$ cat config.mk
export PLATFORM = sky130hd
export DESIGN_NAME = apuf_eval_ctrl
export DESIGN_NICKNAME = d
export VERILOG_FILES = /design/src/rtl/apuf_eval_ctrl.sv
export SDC_FILE = /design/constraint.sdc
export NUM_CORES = 1
export LEC_CHECK = 0
export CORE_UTILIZATION = 42
export CTS_BUF_LIST = sky130_fd_sc_hd__clkbuf_4 sky130_fd_sc_hd__clkbuf_8
export DETAILED_ROUTE_END_ITERATION = 8
export HOLD_SLACK_MARGIN = 0.08
export MAX_ROUTING_LAYER = met4
export PLACE_DENSITY = 0.79
export SETUP_SLACK_MARGIN = 0.3
export SLEW_MARGIN = 20
export SYNTH_ARGS = -nofsm -noshare
export SYNTH_HDL_FRONTEND = slang
export SYNTH_SLANG_ARGS = --single-unit
$ cat constraint.sdc
create_clock -name clk -period 1.62 [get_ports clk]
set_input_delay 0.324 -clock clk [delete_from_list [all_inputs] [get_ports clk]]
set_output_delay 0.324 -clock clk [all_outputs]
set_load 0.03 [all_outputs]
$ cat src/rtl/apuf_eval_ctrl.sv
`default_nettype none
// ----------------------------------------------------------------------------
// apuf_eval_ctrl : arbiter XOR-PUF sequencer (challenge, repeated fire, vote)
// Rev 1.0
// ----------------------------------------------------------------------------
module apuf_eval_ctrl #(
  parameter int CHAL_W     = 64,
  parameter int NUM_PUF    = 4,
  parameter int SETUP_CYC  = 4,
  parameter int SETTLE_CYC = 8,
  parameter int REPEAT     = 5
) (
  input  logic               clk,
  input  logic               rst,
  input  logic [CHAL_W-1:0]  chal_in,
  input  logic               chal_valid,
  output logic               chal_ready,
  output logic [CHAL_W-1:0]  puf_chal,
  output logic               puf_trig,
  input  logic [NUM_PUF-1:0] puf_resp,
  output logic [NUM_PUF-1:0] resp_bits,
  output logic               resp_out,
  output logic [NUM_PUF-1:0] resp_unstable,
  output logic               resp_valid,
  input  logic               resp_ready,
  output logic               busy
);

  localparam int C_TMAX = (SETUP_CYC > SETTLE_CYC) ? SETUP_CYC : SETTLE_CYC;
  localparam int C_TW   = $clog2(C_TMAX + 1);
  localparam int C_CW   = $clog2(REPEAT + 1);

  localparam logic [C_CW-1:0] C_REP       = C_CW'(REPEAT);
  localparam logic [C_CW-1:0] C_HALF      = C_CW'(REPEAT / 2);
  localparam logic [C_TW-1:0] C_SETUP_LD  = C_TW'(SETUP_CYC - 1);
  localparam logic [C_TW-1:0] C_SETTLE_LD = C_TW'(SETTLE_CYC - 1);

  typedef enum logic [2:0] {
    S_IDLE    = 3'd0,
    S_SETUP   = 3'd1,
    S_FIRE    = 3'd2,
    S_SAMPLE  = 3'd3,
    S_RECOVER = 3'd4,
    S_FINAL   = 3'd5,
    S_DONE    = 3'd6
  } state_t;

  state_t             state_q;
  logic [CHAL_W-1:0]  chal_q;
  logic               trig_q;
  logic [C_TW-1:0]    timer_q;
  logic [C_CW-1:0]    rep_q;
  logic [C_CW-1:0]    vote_q [NUM_PUF];
  logic [NUM_PUF-1:0] sync1_q;
  logic [NUM_PUF-1:0] sync2_q;
  logic [NUM_PUF-1:0] bits_q;
  logic               out_q;
  logic [NUM_PUF-1:0] unst_q;
  logic               valid_q;
  logic [NUM_PUF-1:0] voted_d;
  logic [NUM_PUF-1:0] unstable_d;

  // Arbiter latches settle asynchronously; only the second flop feeds the votes.
  always_ff @(posedge clk) begin
    if (rst) begin
      sync1_q <= '0;
      sync2_q <= '0;
    end else begin
      sync1_q <= puf_resp;
      sync2_q <= sync1_q;
    end
  end

  always_comb begin
    voted_d    = '0;
    unstable_d = '0;
    for (int i = 0; i < NUM_PUF; i++) begin
      voted_d[i]    = (vote_q[i] > C_HALF);
      unstable_d[i] = (vote_q[i] != '0) && (vote_q[i] != C_REP);
    end
  end

  always_ff @(posedge clk) begin
    if (rst) begin
      state_q <= S_IDLE;
      chal_q  <= '0;
      trig_q  <= 1'b0;
      timer_q <= '0;
      rep_q   <= '0;
      bits_q  <= '0;
      out_q   <= 1'b0;
      unst_q  <= '0;
      valid_q <= 1'b0;
      for (int i = 0; i < NUM_PUF; i++) vote_q[i] <= '0;
    end else begin
      case (state_q)
        S_IDLE: begin
          if (chal_valid) begin
            chal_q  <= chal_in;
            rep_q   <= '0;
            timer_q <= C_SETUP_LD;
            state_q <= S_SETUP;
            for (int i = 0; i < NUM_PUF; i++) vote_q[i] <= '0;
          end
        end
        S_SETUP: begin
          if (timer_q == '0) begin
            timer_q <= C_SETTLE_LD;
            trig_q  <= 1'b1;
            state_q <= S_FIRE;
          end else begin
            timer_q <= timer_q - C_TW'(1);
          end
        end
        S_FIRE: begin
          if (timer_q == '0) state_q <= S_SAMPLE;
          else               timer_q <= timer_q - C_TW'(1);
        end
        // Trigger is still high here, so the race has had SETTLE_CYC+1 cycles.
        S_SAMPLE: begin
          for (int i = 0; i < NUM_PUF; i++) vote_q[i] <= vote_q[i] + C_CW'(sync2_q[i]);
          rep_q   <= rep_q + C_CW'(1);
          timer_q <= C_SETUP_LD;
          trig_q  <= 1'b0;
          state_q <= S_RECOVER;
        end
        S_RECOVER: begin
          if (timer_q == '0) begin
            if (rep_q == C_REP) begin
              state_q <= S_FINAL;
            end else begin
              timer_q <= C_SETTLE_LD;
              trig_q  <= 1'b1;
              state_q <= S_FIRE;
            end
          end else begin
            timer_q <= timer_q - C_TW'(1);
          end
        end
        S_FINAL: begin
          bits_q  <= voted_d;
          out_q   <= ^voted_d;
          unst_q  <= unstable_d;
          valid_q <= 1'b1;
          state_q <= S_DONE;
        end
        S_DONE: begin
          if (resp_ready) begin
            valid_q <= 1'b0;
            state_q <= S_IDLE;
          end
        end
        default: state_q <= S_IDLE;
      endcase
    end
  end

  assign chal_ready    = (state_q == S_IDLE);
  assign busy          = (state_q != S_IDLE);
  assign puf_chal      = chal_q;
  assign puf_trig      = trig_q;
  assign resp_bits     = bits_q;
  assign resp_out      = out_q;
  assign resp_unstable = unst_q;
  assign resp_valid    = valid_q;

endmodule
`default_nettype wire

* Word level (Yosys, flattened, before mapping)
Memories as Yosys holds them, arrays and structs flattened. Index checks and enable logic that the tools add are counted.
Cells by class: bitwise gates (word level) 8, $lt $le $gt $ge 4, add/subtract/negate cells 6, reduce and logical (&&, ||, !) cells 22, muxes and demuxes 38, equal/unequal tests 19
Operators by type and width (count):
- $mux 3 | 15
- $pmux 3 s7 | 1
- $mux 4 | 5
- $pmux 4 s5 | 1
- $reduce_bool 3->1 | 6
- $ne 3x3->1 const B | 5
- $ne 2x2->1 const B | 7
- $mux 1 | 13
- $add 3x1->3 | 4
- $eq 3x3->1 const B | 4
- $gt 3x2->1 const B | 4
- $or 1x1->1 | 8
- $reduce_and 4->1 | 2
- $eq 3x2->1 const B | 2
- $pmux 3 s2 | 1
- $reduce_and 2->1 | 3
- $reduce_and 5->1 | 1
- $reduce_bool 5->1 | 1
- $logic_and 1x1->1 | 4
- $logic_not 4->1 | 1
- $reduce_bool 2->1 | 2
- $reduce_xor 4->1 | 1
- $sub 4x1->4 const B | 1
- $add 3x1->3 const B | 1
- other kinds (4) | 4
Storage, ports and cells: register bits after elaboration 93, memories 1, logic and storage cells 109, output and inout bits 77, bits in writable memories 12
Memory list:
- vote_q | words 4, bits a word 3, rd ports 4, clocked after memory_dff 0, wr ports 4, RTL line 53 | logic [C_CW-1:0] vote_q [NUM_PUF];

* Logic depth before layout (Yosys ltp)
Gate-level depths: netlist (run 1).
depth after elaboration 6, gate-level depth with buffers 8, depth with buffers taken out 7

* Worst setup path before layout (run 1)
Ideal clock, no wire load.
path type reg-to-reg, start register timer_q[0], end register timer_q[2], data arrival time 1.529 ns, clock period less this slack 1.647 ns, data required time 1.503 ns, path buffers 0, cell stages (with the launch flop) 8, slack -0.027 ns, setup time 0.117 ns, cells stage by stage dfxtp_1 > inv_1 > ha_1 > nor3b_4 > a21boi_1 > a2bb2oi_2 > o21ai_1 > a32o_1
Between the ends: longest elaborated chain between the ends 3, elaborated cells between the ends (all ways) 9, classes of those cells add/sub (1); eq/ne (2); mux (4); reduce/logical (2)
RTL lines:
- start: declaration | RTL line 51 | logic [C_TW-1:0] timer_q;
- start signal: assignment | RTL line 112 | timer_q <= timer_q - C_TW'(1);
- start signal: assignment | RTL line 117 | else timer_q <= timer_q - C_TW'(1);
- start signal: assignment | RTL line 137 | timer_q <= timer_q - C_TW'(1);
- $sub 4x1->4 or $logic_not 4->1 (tied branches)
- $mux 4, or another cell as far along | RTL line 128 | if (timer_q == '0) begin
- $pmux 4 s5 or $reduce_and 4->1 (tied branches)
Several ways; a longest one is shown, not always the timed one. The select of a mux whose other input is x is not followed. A chain may end at the register's enable or synchronous reset.

* Final worst setup path (run 1)
start register state_q[2], end output busy
Between the ends: longest elaborated chain between the ends 1
RTL lines:
- start: declaration | RTL line 48 | state_t state_q;
- start signal: assignment | RTL line 85 | state_q <= S_IDLE;
- start signal: assignment | RTL line 102 | state_q <= S_SETUP;
- start signal: assignment | RTL line 110 | state_q <= S_FIRE;
- $reduce_bool 3->1 | RTL line 159 | assign busy = (state_q != S_IDLE);
- end: declaration | RTL line 26 | output logic busy
No other way between the ends.

==> key figures, run 1 <==
Route
  – Vias/cell: ~5.3
  – WL final: between 15000 and 20000 um
  – Vias: 4272
  – Initial drt markers: 100
  – First-pass DRT Iterations: 4
  – Drt wl/cell: 18.8 um
  – Number of remaining DRC errors: 0
  – ANT nets after route: 0

Status
  – Run status: finished clean

Clock network
  – H-tree Lvls: 3
  – CTS tree: built
  – Worst skew pair latency: between 0.3 and 0.4 ns
  – Maximum root-to-sink buffer count: 2
  – Sink Count: 105
  – CTS Buf Count: 9
  – Root Buffer: clkbuf_8
  – Clk pin slew, worst setup/hold paths: approximately 0.1 ns
  – Hold buffers post-CTS: 0

Logic synthesis
  – Syn_nets: 568
  – Main flop type after synthesis: dfxtp_1
  – Post-Syn Area: approximately 4200 um^2
  – Syn. warnings: 0
  – Count of cell types in the netlist: 41
  – Share of flip-flops with an asynchronous set or reset: 0%
  – Synth area leaders: dfxtp_1 46%, nand2_1 13%, a21oi_1 8.8%
  – Yosys reg bits: approximately 110
  – Synth area leader: dfxtp_1
  – Post-synth EDFFs: 9
  – Syn_area_per_cell: about 8.6 um^2
  – Register area share after synthesis: 52.7%
  – Cells after Synth: about 490
  – Most frequent cell after synthesis: nand2_1
  – Most frequent cells after synthesis: 141 x nand2_1, 96 x dfxtp_1, 73 x a21oi_1
  – Post-synth top area share: between 40% and 50%

Power and ir drop
  – Pwr per Cell Area: between 1500 and 2000 nW/um^2
  – Peak VDD IR: about 0.0011 V
  – Pleak: 3.18 nW

GRT
  – GR peak layer: met2
  – Vias in the first global route: roughly 3800
  – GRT overflow: 0
  – Global routing usage on met3: under 10%
  – Met1 GRT Util: between 20 and 25%
  – Total GRT Usage: a little under a quarter
  – GRT met2 Usage: approximately two fifths
  – Initial antenna violation count: 0
  – Largest net degree at the start of global routing: 52
  – Global-route wire length before repair: between 15000 and 20000 um

Timing
  – Fmax: approximately 630 MHz
  – Final Hold Fails: 0
  – Skew final: approximately 0.016 ns
  – Setup Total Neg Slack: 0 ns
  – Setup-failing EPs final: 0
  – Max_slew headroom: about two thirds
  – Final period utilization: 98.7%
  – RSZ-0062 raised after global routing: yes
  – Final Max Slew Viols: 0
  – Slew @ Worst Pin: around 0.48 ns
  – Final setup margin: approximately 0.021 ns
  – Min Tclk post-route: approximately 1.6 ns

Layout
  – Area Growth Syn to Fin: 80.1%
  – Fin cells: 803
  – Layout cell share with drive strength beyond 1: 51.8%
  – ANT cells: 0
  – Fin area: roughly 7500 um^2
  – Nets: between 700 and 800
  – Filler instances: ~520

Floorplanning
  – Core area: about 9400 um^2
  – Boundary pin count: 149
  – Die Width: between 100 and 150 um
  – Die H: between 100 and 150 um
  – Initial Util: about 44%
  – FP Rows: 35
  – Die area: 10300 um^2

Job
  – Max-Cap Viols: 0

Placed design
  – Port Buffers: between 100 and 150
  – Dpl hpwl: around 7700 um
  – Instance area at placement: between 5000 and 6000 um^2
  – Routability Congestion: approximately 0.82
  – Post-place setup slack: -0.335 ns
  – Placed insts: between 700 and 800

Setup path
  – CP cell instances: buf_6, nor3_4, inv_1, buf_6
  – CP most frequent cell: buf_6
  – Crit path max-delay family: buffers and inverters
  – Buffer and inverter count on the worst path: 3
  – Crit start category: flip-flop
  – CP Capture Type: output port
  – Crit Path Max Fanout: 4
  – Req. time, crit path: between 1 and 1.5 ns
  – WP data arrival: 1.27 ns
  – Critical path's slowest cell: dfxtp_2
  – Crit Path Category: flip-flop to output port
  – Max incr delay on CP: around 0.35 ns

Worst hold path
  – Hold WC Path Type: input pin to flip-flop
final timing paths:
check | endpoint | cells past startpoint | from | slack [ns]
worst min register to register | sync2_q[2] | 1 | sync1_q[2] | 0.44
worst min-delay path | timer_q[1] | 2 | rst | 0.37
worst max register to register | puf_chal[1] | 8 | state_q[2] | 0.03
worst max-delay path | busy | 4 | state_q[2] | 0.02
final cells by class:
| cell class | instances | area [um^2] | area share (%) |
|---|---|---|---|
| repair buffers | 208 | 2000 | 26.6 |
| inverters | 7 | 26.3 | 0.351 |
| clock buffers | 11 | 145 | 1.94 |
| well taps | 129 | 161 | 2.16 |
| multi-input cells | 339 | 2910 | 38.8 |
| flip-flops and latches | 105 | 2200 | 29.4 |
| clock inverters | 4 | 50.0 | 0.668 |
cell families after synthesis:
family	Yosys count	share of synthesized area [%]
AO/OA/AOI/OAI	108	14.6
XOR/XNOR	13	2.74
adder cells (fa/ha/maj)	11	3.31
buffers and inverters	42	4.75
flip-flops	105	52.7
multiplexers	3	0.722
AND/OR/NAND/NOR	203	21.2
sequential cells by signal, indices dropped and copies added, names as in the netlist:
name,flops
puf_chal,64
puf_trig,1
rep_q,3
resp_bits,4
resp_out,1
resp_unstable,4
resp_valid,1
state_q,3
sync1_q,4
sync2_q,4
timer_q,4
vote_q,12
cells in the final DEF (no fill, tap or decap), types with 3 or more instances in the layout:
| master | Yosys | layout |
|---|---|---|
| nor3_4 | 1 | 7 |
| and2_4 | 0 | 3 |
| ha_1 | 11 | 4 |
| nor2b_1 | 11 | 9 |
| a211oi_2 | 0 | 5 |
| a21oi_1 | 73 | 13 |
| xor2_1 | 5 | 4 |
| nand2_1 | 141 | 68 |
| nand3_4 | 0 | 3 |
| o21ai_0 | 6 | 5 |
| dfxtp_1 | 96 | 90 |
| dfxtp_2 | 0 | 5 |
| edfxtp_1 | 9 | 9 |
| and2_1 | 9 | 6 |
| o21ai_1 | 4 | 3 |
| buf_8 | 0 | 7 |
| nand3_1 | 7 | 3 |
| ha_4 | 0 | 4 |
| nor2_4 | 0 | 3 |
| buf_12 | 0 | 11 |
| buf_2 | 11 | 74 |
| inv_1 | 7 | 5 |
| buf_6 | 1 | 11 |
| xnor2_1 | 8 | 5 |
| clkbuf_16 | 0 | 10 |
| clkbuf_8 | 0 | 10 |
| ha_2 | 0 | 3 |
| nor2_1 | 17 | 12 |
| nand2_4 | 0 | 55 |
| nand2_2 | 0 | 17 |
| buf_4 | 5 | 21 |
| a21oi_2 | 0 | 60 |
| clkdlybuf4s50_1 | 0 | 70 |
repair_timing:
action                                  in CTS  in global routing
buffers inserted                             9                 13
pin swaps                                   10                119
resized for setup                          395                272
gates cloned                                 2                 15
endpoints found under the setup margin     180                107
where the power goes:
group | leakage (nW) | switching, W | internal (W) | total [W]
registers | 0.885 | 0.000408 | 0.00315 | 0.00356
logic | 2.19 | 0.00390 | 0.00319 | 0.00709
clock network | 0.104 | 0.000904 | 0.000771 | 0.00168
layer usage:
metal	wire length [um]	share of wire [%]
met5	0	0
met4	415	2.7
met3	861	5.7
met2	8310	55
met1	5510	36
through the flow:
stage / hold slack (ns) / total power [W] / utilization [%]
after floorplan: 0.414 / 0.00634 / -
after global placement: 0.421 / 0.00773 / 62.6
after detailed placement: 0.427 / 0.00787 / 62.6
after CTS: 0.330 / 0.00985 / 63.6
after global routing: 0.392 / 0.0128 / 79.5
final: 0.371 / 0.0123 / 79.5
No activity file was read; power rests on OpenSTA's default activity.
==> run 2: changes to the inputs <==
--- a/config.mk
+++ b/config.mk
@@ -5,13 +5,16 @@
 export SDC_FILE = /design/constraint.sdc
 export NUM_CORES = 1
 export LEC_CHECK = 0
+export CORE_MARGIN = 2
 export CORE_UTILIZATION = 42
 export CTS_BUF_LIST = sky130_fd_sc_hd__clkbuf_4 sky130_fd_sc_hd__clkbuf_8
 export DETAILED_ROUTE_END_ITERATION = 8
 export HOLD_SLACK_MARGIN = 0.08
 export MAX_ROUTING_LAYER = met4
 export PLACE_DENSITY = 0.79
+export RECOVER_POWER = 50
 export SETUP_SLACK_MARGIN = 0.3
+export SKIP_LAST_GASP = 1
 export SLEW_MARGIN = 20
 export SYNTH_ARGS = -nofsm -noshare
 export SYNTH_HDL_FRONTEND = slang
==> run 2 against run 1 <==
  * The run now ends with negative setup slack left
  * Flip-flop and latch count unchanged
  * Global-route usage up 1.3 points
  * First-iteration DRC count up 28%
  * Sequential power about the same
  * Hold slack worse by 0.020 ns
  * Non-clock buffer count down 5
  * Maximum frequency down 4.1%
  * Combinational power down 9.9%
  * Cell count down 0.12%
  * Die area up 4.0%
  * Sequential share of layout area up 2.7 points
  * Critical endpoint is now timer_q[2]
  * Largest cell class unchanged
  * Largest power group unchanged
  * Highest routed layer unchanged
==> key figures, run 2 (synthesized netlist as in run 1, its figures left out) <==
Status
  – Run status: finished with violations
  – Failing checks: negative setup slack

Power and ir drop
  – Sw Pwr: between 0.004 and 0.005 W
  – Pwr per Cell Area: between 1500 and 2000 nW/um^2
  – Clock power share: between 10% and 20%
  – P_int: between 0.006 and 0.007 W
  – Logic pwr share: about 55%
  – Pleak: ~2.6 nW
  – Seq pwr share: 30.4%
  – Sw Share: a little over two fifths
  – Peak VDD IR: around 0.00097 V

Route
  – First-pass DRT Iterations: 4
  – ANT nets after route: 0
  – Initial drt markers: 128
  – Vias: between 4000 and 5000
  – WL final: approximately 14000 um
  – Drt wl/cell: approximately 17 um
  – Vias/cell: ~5.3
  – Number of remaining DRC errors: 0

Layout
  – Layout cell share with drive strength beyond 1: 30.9%
  – Nets: 747
  – Commonest non-fill, non-tap cell in the layout: nand2_1
  – ANT cells: 0
  – Fin cells: approximately 800
  – Area Growth Syn to Fin: 64.9%
  – Most frequent cells in the layout: 104 x nand2_1, 90 x dfxtp_1, 70 x clkbuf_1
  – Max FFs per register: 64
  – Filler instances: around 700
  – Fin area: 6860 um^2

Worst hold path
  – Hold WC Path Type: input pin to flip-flop

Clock network
  – Root Buffer: clkbuf_8
  – H-tree Lvls: 3
  – Sink Count: between 100 and 150
  – CTS tree: built
  – Maximum root-to-sink buffer count: 2
  – Hold buffers post-CTS: 0
  – Worst skew pair latency: around 0.39 ns
  – Clk pin slew, worst setup/hold paths: ~0.090 ns
  – CTS Buf Count: 9

Floorplanning
  – Boundary pin count: ~150
  – Die area: between 10000 and 15000 um^2
  – Die Width: around 100 um
  – Core area: roughly 9700 um^2
  – Initial Util: a little over two fifths
  – Die H: 103 um
  – FP Rows: 36

GRT
  – Total GRT Usage: around 24%
  – Vias in the first global route: just over 4000
  – GRT overflow: 0
  – Initial antenna violation count: 0
  – Global-route wire length before repair: 19100 um
  – Largest net degree at the start of global routing: 49

Timing
  – Final period utilization: 103%
  – Final setup margin: -0.0480 ns
  – Slew @ Worst Pin: approximately 0.63 ns
  – Fmax: around 600 MHz
  – Skew final: approximately 0.02 ns
  – Final Hold Fails: 0
  – Min Tclk post-route: ~1.7 ns
  – RSZ-0062 raised after global routing: yes
  – Hold WS: 0.351 ns
  – Final Max Slew Viols: 0
  – Setup-failing EPs final: 10
  – Max_slew headroom: between 50 and 60%

Setup path
  – Crit Path Max Fanout: 6
  – Crit start category: flip-flop
  – WP data arrival: between 1.5 and 2 ns
  – Req. time, crit path: roughly 1.9 ns
  – Crit Path Category: flip-flop to flip-flop
  – CP Capture Type: flip-flop

Placed design
  – Placed insts: between 700 and 800
  – Dpl hpwl: approximately 7600 um
  – Routability Congestion: 0.899
  – Instance area at placement: ~6000 um^2
  – Port Buffers: ~150

Job
  – Max-Cap Viols: 0
-- run 2: what timing repair did --
action,CTS,global route
endpoints found under the setup margin,180,105
gates cloned,9,2
hold endpoints to repair,0,0
pin swaps,39,63
setup buffers,16,7
resized for setup,448,110
-- run 2: worst max-delay path, stage by stage (launching register included) --
cell and delay, ns:
dfxtp_4 0.37, buf_8 0.12, buf_4 0.13, buf_4 0.16
xor2_2 0.16, o21ai_0 0.30, nor4_1 0.10, a32o_1 0.23
-- run 2: power groups by stage --
stage | clock (W) | sequential, W | combinational [W]
floorplan | 0 | 0.00416 | 0.00217
global placement | 0 | 0.00351 | 0.00429
detailed placement | 0 | 0.00354 | 0.00440
CTS | 0.00173 | 0.00347 | 0.00578
global route | 0.00184 | 0.00360 | 0.00675
finish | 0.00173 | 0.00355 | 0.00639
-- run 2: per-layer routing --
layer	track usage, %	part of all wire, %	wire length [um]	up-vias
li1	-	-	-	1974
met4	13.2	3.9	533	0
met5	-	0	0	-
met1	26.4	37	5110	2036
met3	5.58	6.2	842	48
met2	40.8	52	7150	180
-- run 2: final timing paths --
check | endpoint | startpoint | slack [ns] | cells after the start
max | timer_q[2] | state_q[2] | -0.05 | 7
min | state_q[1] | rst | 0.35 | 2
max reg2reg | timer_q[2] | state_q[2] | -0.05 | 7
min reg2reg | sync2_q[1] | sync1_q[1] | 0.45 | 1
-- run 2: cell type report --
class	instances	area [um^2]	area share (%)
timing repair buffer	203	1800	26.2
tap	133	166	2.43
inverter	7	26.3	0.383
clock buffer	11	145	2.12
clock inverter	5	61.3	0.894
sequential	105	2200	32.1
multi-input combinational	338	2450	35.8
-- run 2: per-stage QoR --
stage | setup slack, ns | util, % | TNS [ns] | power (W)
after floorplan | 0.0627 | - | 0 | 0.00634
after global placement | -0.297 | 61.0 | -0.988 | 0.00780
after detailed placement | -0.359 | 61.0 | -1.42 | 0.00794
after CTS | 0.0173 | 66.3 | 0 | 0.0110
after global routing | -0.121 | 70.8 | -0.992 | 0.0122
final | -0.0480 | 70.8 | -0.126 | 0.0117
==> run 3: changes to the inputs <==
--- a/config.mk
+++ b/config.mk
@@ -6,12 +6,12 @@
 export NUM_CORES = 1
 export LEC_CHECK = 0
 export CORE_MARGIN = 2
-export CORE_UTILIZATION = 42
-export CTS_BUF_LIST = sky130_fd_sc_hd__clkbuf_4 sky130_fd_sc_hd__clkbuf_8
+export CORE_UTILIZATION = 40
+export CTS_BUF_LIST = sky130_fd_sc_hd__clkbuf_16
 export DETAILED_ROUTE_END_ITERATION = 8
 export HOLD_SLACK_MARGIN = 0.08
 export MAX_ROUTING_LAYER = met4
-export PLACE_DENSITY = 0.79
+export PLACE_DENSITY = 0.76
 export RECOVER_POWER = 50
 export SETUP_SLACK_MARGIN = 0.3
 export SKIP_LAST_GASP = 1
==> run 3 against run 2 <==
  * The run still ends with negative setup slack left
  * Routed wire length decreased by 14%
  * Worst setup slack better by 0.040 ns
  * Power is 7.7% lower
  * Clock-buffer cell count shrank 1
  * Flip-flop and latch count unchanged
  * Critical path depth shrank 4
  * Combinational power decreased by 23%
  * Core utilization shrank 8.5 points
  * Cell area down 7.5%
  * Sequential power shrank 1%
==> key figures, run 3 (synthesized netlist as in run 1, its figures left out) <==
Status
  – Run status: finished with violations
  – Failing checks: negative setup slack

Timing
  – Skew final: between 0.009 and 0.01 ns
  – Min Tclk post-route: around 1.6 ns
  – Max_slew headroom: between 30% and 40%
  – Slew @ Worst Pin: 0.909 ns
  – Final Max Slew Viols: 0
  – Final Hold Fails: 0
  – Final setup margin: -0.00815 ns
  – Setup-failing EPs final: 1
  – Fmax: about 610 MHz
  – Final period utilization: 101%
  – RSZ-0062 raised after global routing: yes
  – Hold WS: approximately 0.45 ns

Route
  – First-pass DRT Iterations: 4
  – Initial drt markers: roughly 120
  – Vias/cell: approximately 5
  – Number of remaining DRC errors: 0
  – Top sig layer: met4
  – ANT nets after route: 0
  – Met2 wire length: between 6000 and 7000 um
  – WL final: 11700 um
  – Vias: between 3000 and 4000
  – Met1 WL: approximately 4600 um
  – Drt wl/cell: approximately 15 um
  – WL met3: approximately 830 um

Floorplanning
  – Boundary pin count: ~150
  – Die Width: 106 um
  – FP Rows: 37
  – Die H: roughly 110 um
  – Core area: a little over 10000 um^2
  – Initial Util: 40.8%
  – Die area: 11200 um^2

GRT
  – Vias in the first global route: between 3000 and 4000
  – GRT overflow: 0
  – Largest net degree at the start of global routing: 47
  – Initial antenna violation count: 0
  – Global-route wire length before repair: 17400 um
  – Total GRT Usage: ~20%

Setup path
  – Crit Path Category: input pin to flip-flop
  – Crit start category: input pin
  – CP Capture Type: flip-flop
  – Req. time, crit path: 1.69 ns
  – WP data arrival: 1.70 ns
  – Crit Path Max Fanout: 16

Layout
  – ANT cells: 0
  – Commonest non-fill, non-tap cell in the layout: nand2_1
  – Fin area: about 6300 um^2
  – Most frequent cells in the layout: 126 x nand2_1, 90 x dfxtp_1, 74 x buf_2
  – Area Growth Syn to Fin: 52.5%
  – Core Util, Final: 62.3%
  – Nets: 730
  – Layout cell share with drive strength beyond 1: 30.4%
  – Max FFs per register: 64

Job
  – Max-Cap Viols: 0

Placed design
  – Post-place setup slack: -0.404 ns
  – Port Buffers: 148
  – Routability Congestion: 0.858
  – Instance area at placement: approximately 5900 um^2
  – Dpl hpwl: 7530 um

Clock network
  – Clk pin slew, worst setup/hold paths: 0.07 ns
  – Root Buffer: clkbuf_16
  – Maximum root-to-sink buffer count: 2
  – Worst skew pair latency: 0.35 ns
  – CTS Buf Count: 9
  – H-tree Lvls: 3
  – Sink Count: 105
  – CTS tree: built

Worst hold path
  – Hold WC Path Type: flip-flop to flip-flop

Power and ir drop
  – Pwr per Cell Area: 1700 nW/um^2
  – Pleak: between 2 and 3 nW
  – Peak VDD IR: about 0.0009 V
  – Tot Pwr: between 0.01 and 0.015 W
-- run 3: cell types whose count changed in the layout (fill, tap and decap cells not counted), sizes merged --
cell | previous run | this run
bufbuf | 1 | 0
dlygate4sd3 | 3 | 0
buf | 59 | 110
clkdlybuf4s50 | 66 | 70
dlymetal6s2s | 1 | 0
inv | 9 | 11
clkbuf | 84 | 16
clkinvlp | 1 | 0
-- run 3: final timing paths --
| path | startpoint | end | slack [ns] | cells after the start |
|---|---|---|---|---|
| worst max-delay path | rst | vote_q[3][2] | -0.008 | 3 |
| worst min register to register | sync1_q[2] | sync2_q[2] | 0.45 | 1 |
| worst max register to register | timer_q[0] | timer_q[0] | 0.01 | 8 |
| worst min-delay path | sync1_q[2] | sync2_q[2] | 0.45 | 1 |
-- run 3: metal layers --
metal | vias up | GRT usage (%)
li1 | 1928 | -
met1 | 1863 | 22.0
met2 | 118 | 33.5
met3 | 16 | 7.17
met4 | 0 | 6.86
met5 | - | -
-- run 3: critical path, stage by stage --
cell and delay, ns:
clkbuf_1 0.66, clkbuf_1 0.57, nor3_1 0.14
-- run 3: area by class of cell --
class | count | area [um^2]
clock buffers | 10 | 250
clock inverters | 6 | 68.8
fillers | 880 | 3840
inverters | 7 | 26.3
multi-input cells | 338 | 2100
flip-flops and latches | 105 | 2200
well taps | 136 | 170
repair buffers | 186 | 1520
-- run 3: per-stage QoR --
stage | cells | setup TNS, ns
6_report | 788 | -0.00815
2_1_floorplan | 485 | 0
5_1_grt | 788 | -1.42
3_3_place_gp | 752 | -0.909
3_5_place_dp | 752 | -1.86
4_1_cts | 773 | 0
-- run 3: repair_timing --
action                                  in CTS  in global routing
buffers inserted                             5                 10
endpoints found under the setup margin     177                149
pin swaps                                    8                 42
gates cloned                                 0                  5
hold buffers                                 0                  0
gates resized for setup                    305                159
-- run 3: power by group --
part           switching [W]  leakage [nW]  internal [W]
Clock                0.00102         0.157       0.00131
Sequential          0.000346         0.885       0.00316
Combinational        0.00289          1.61       0.00206
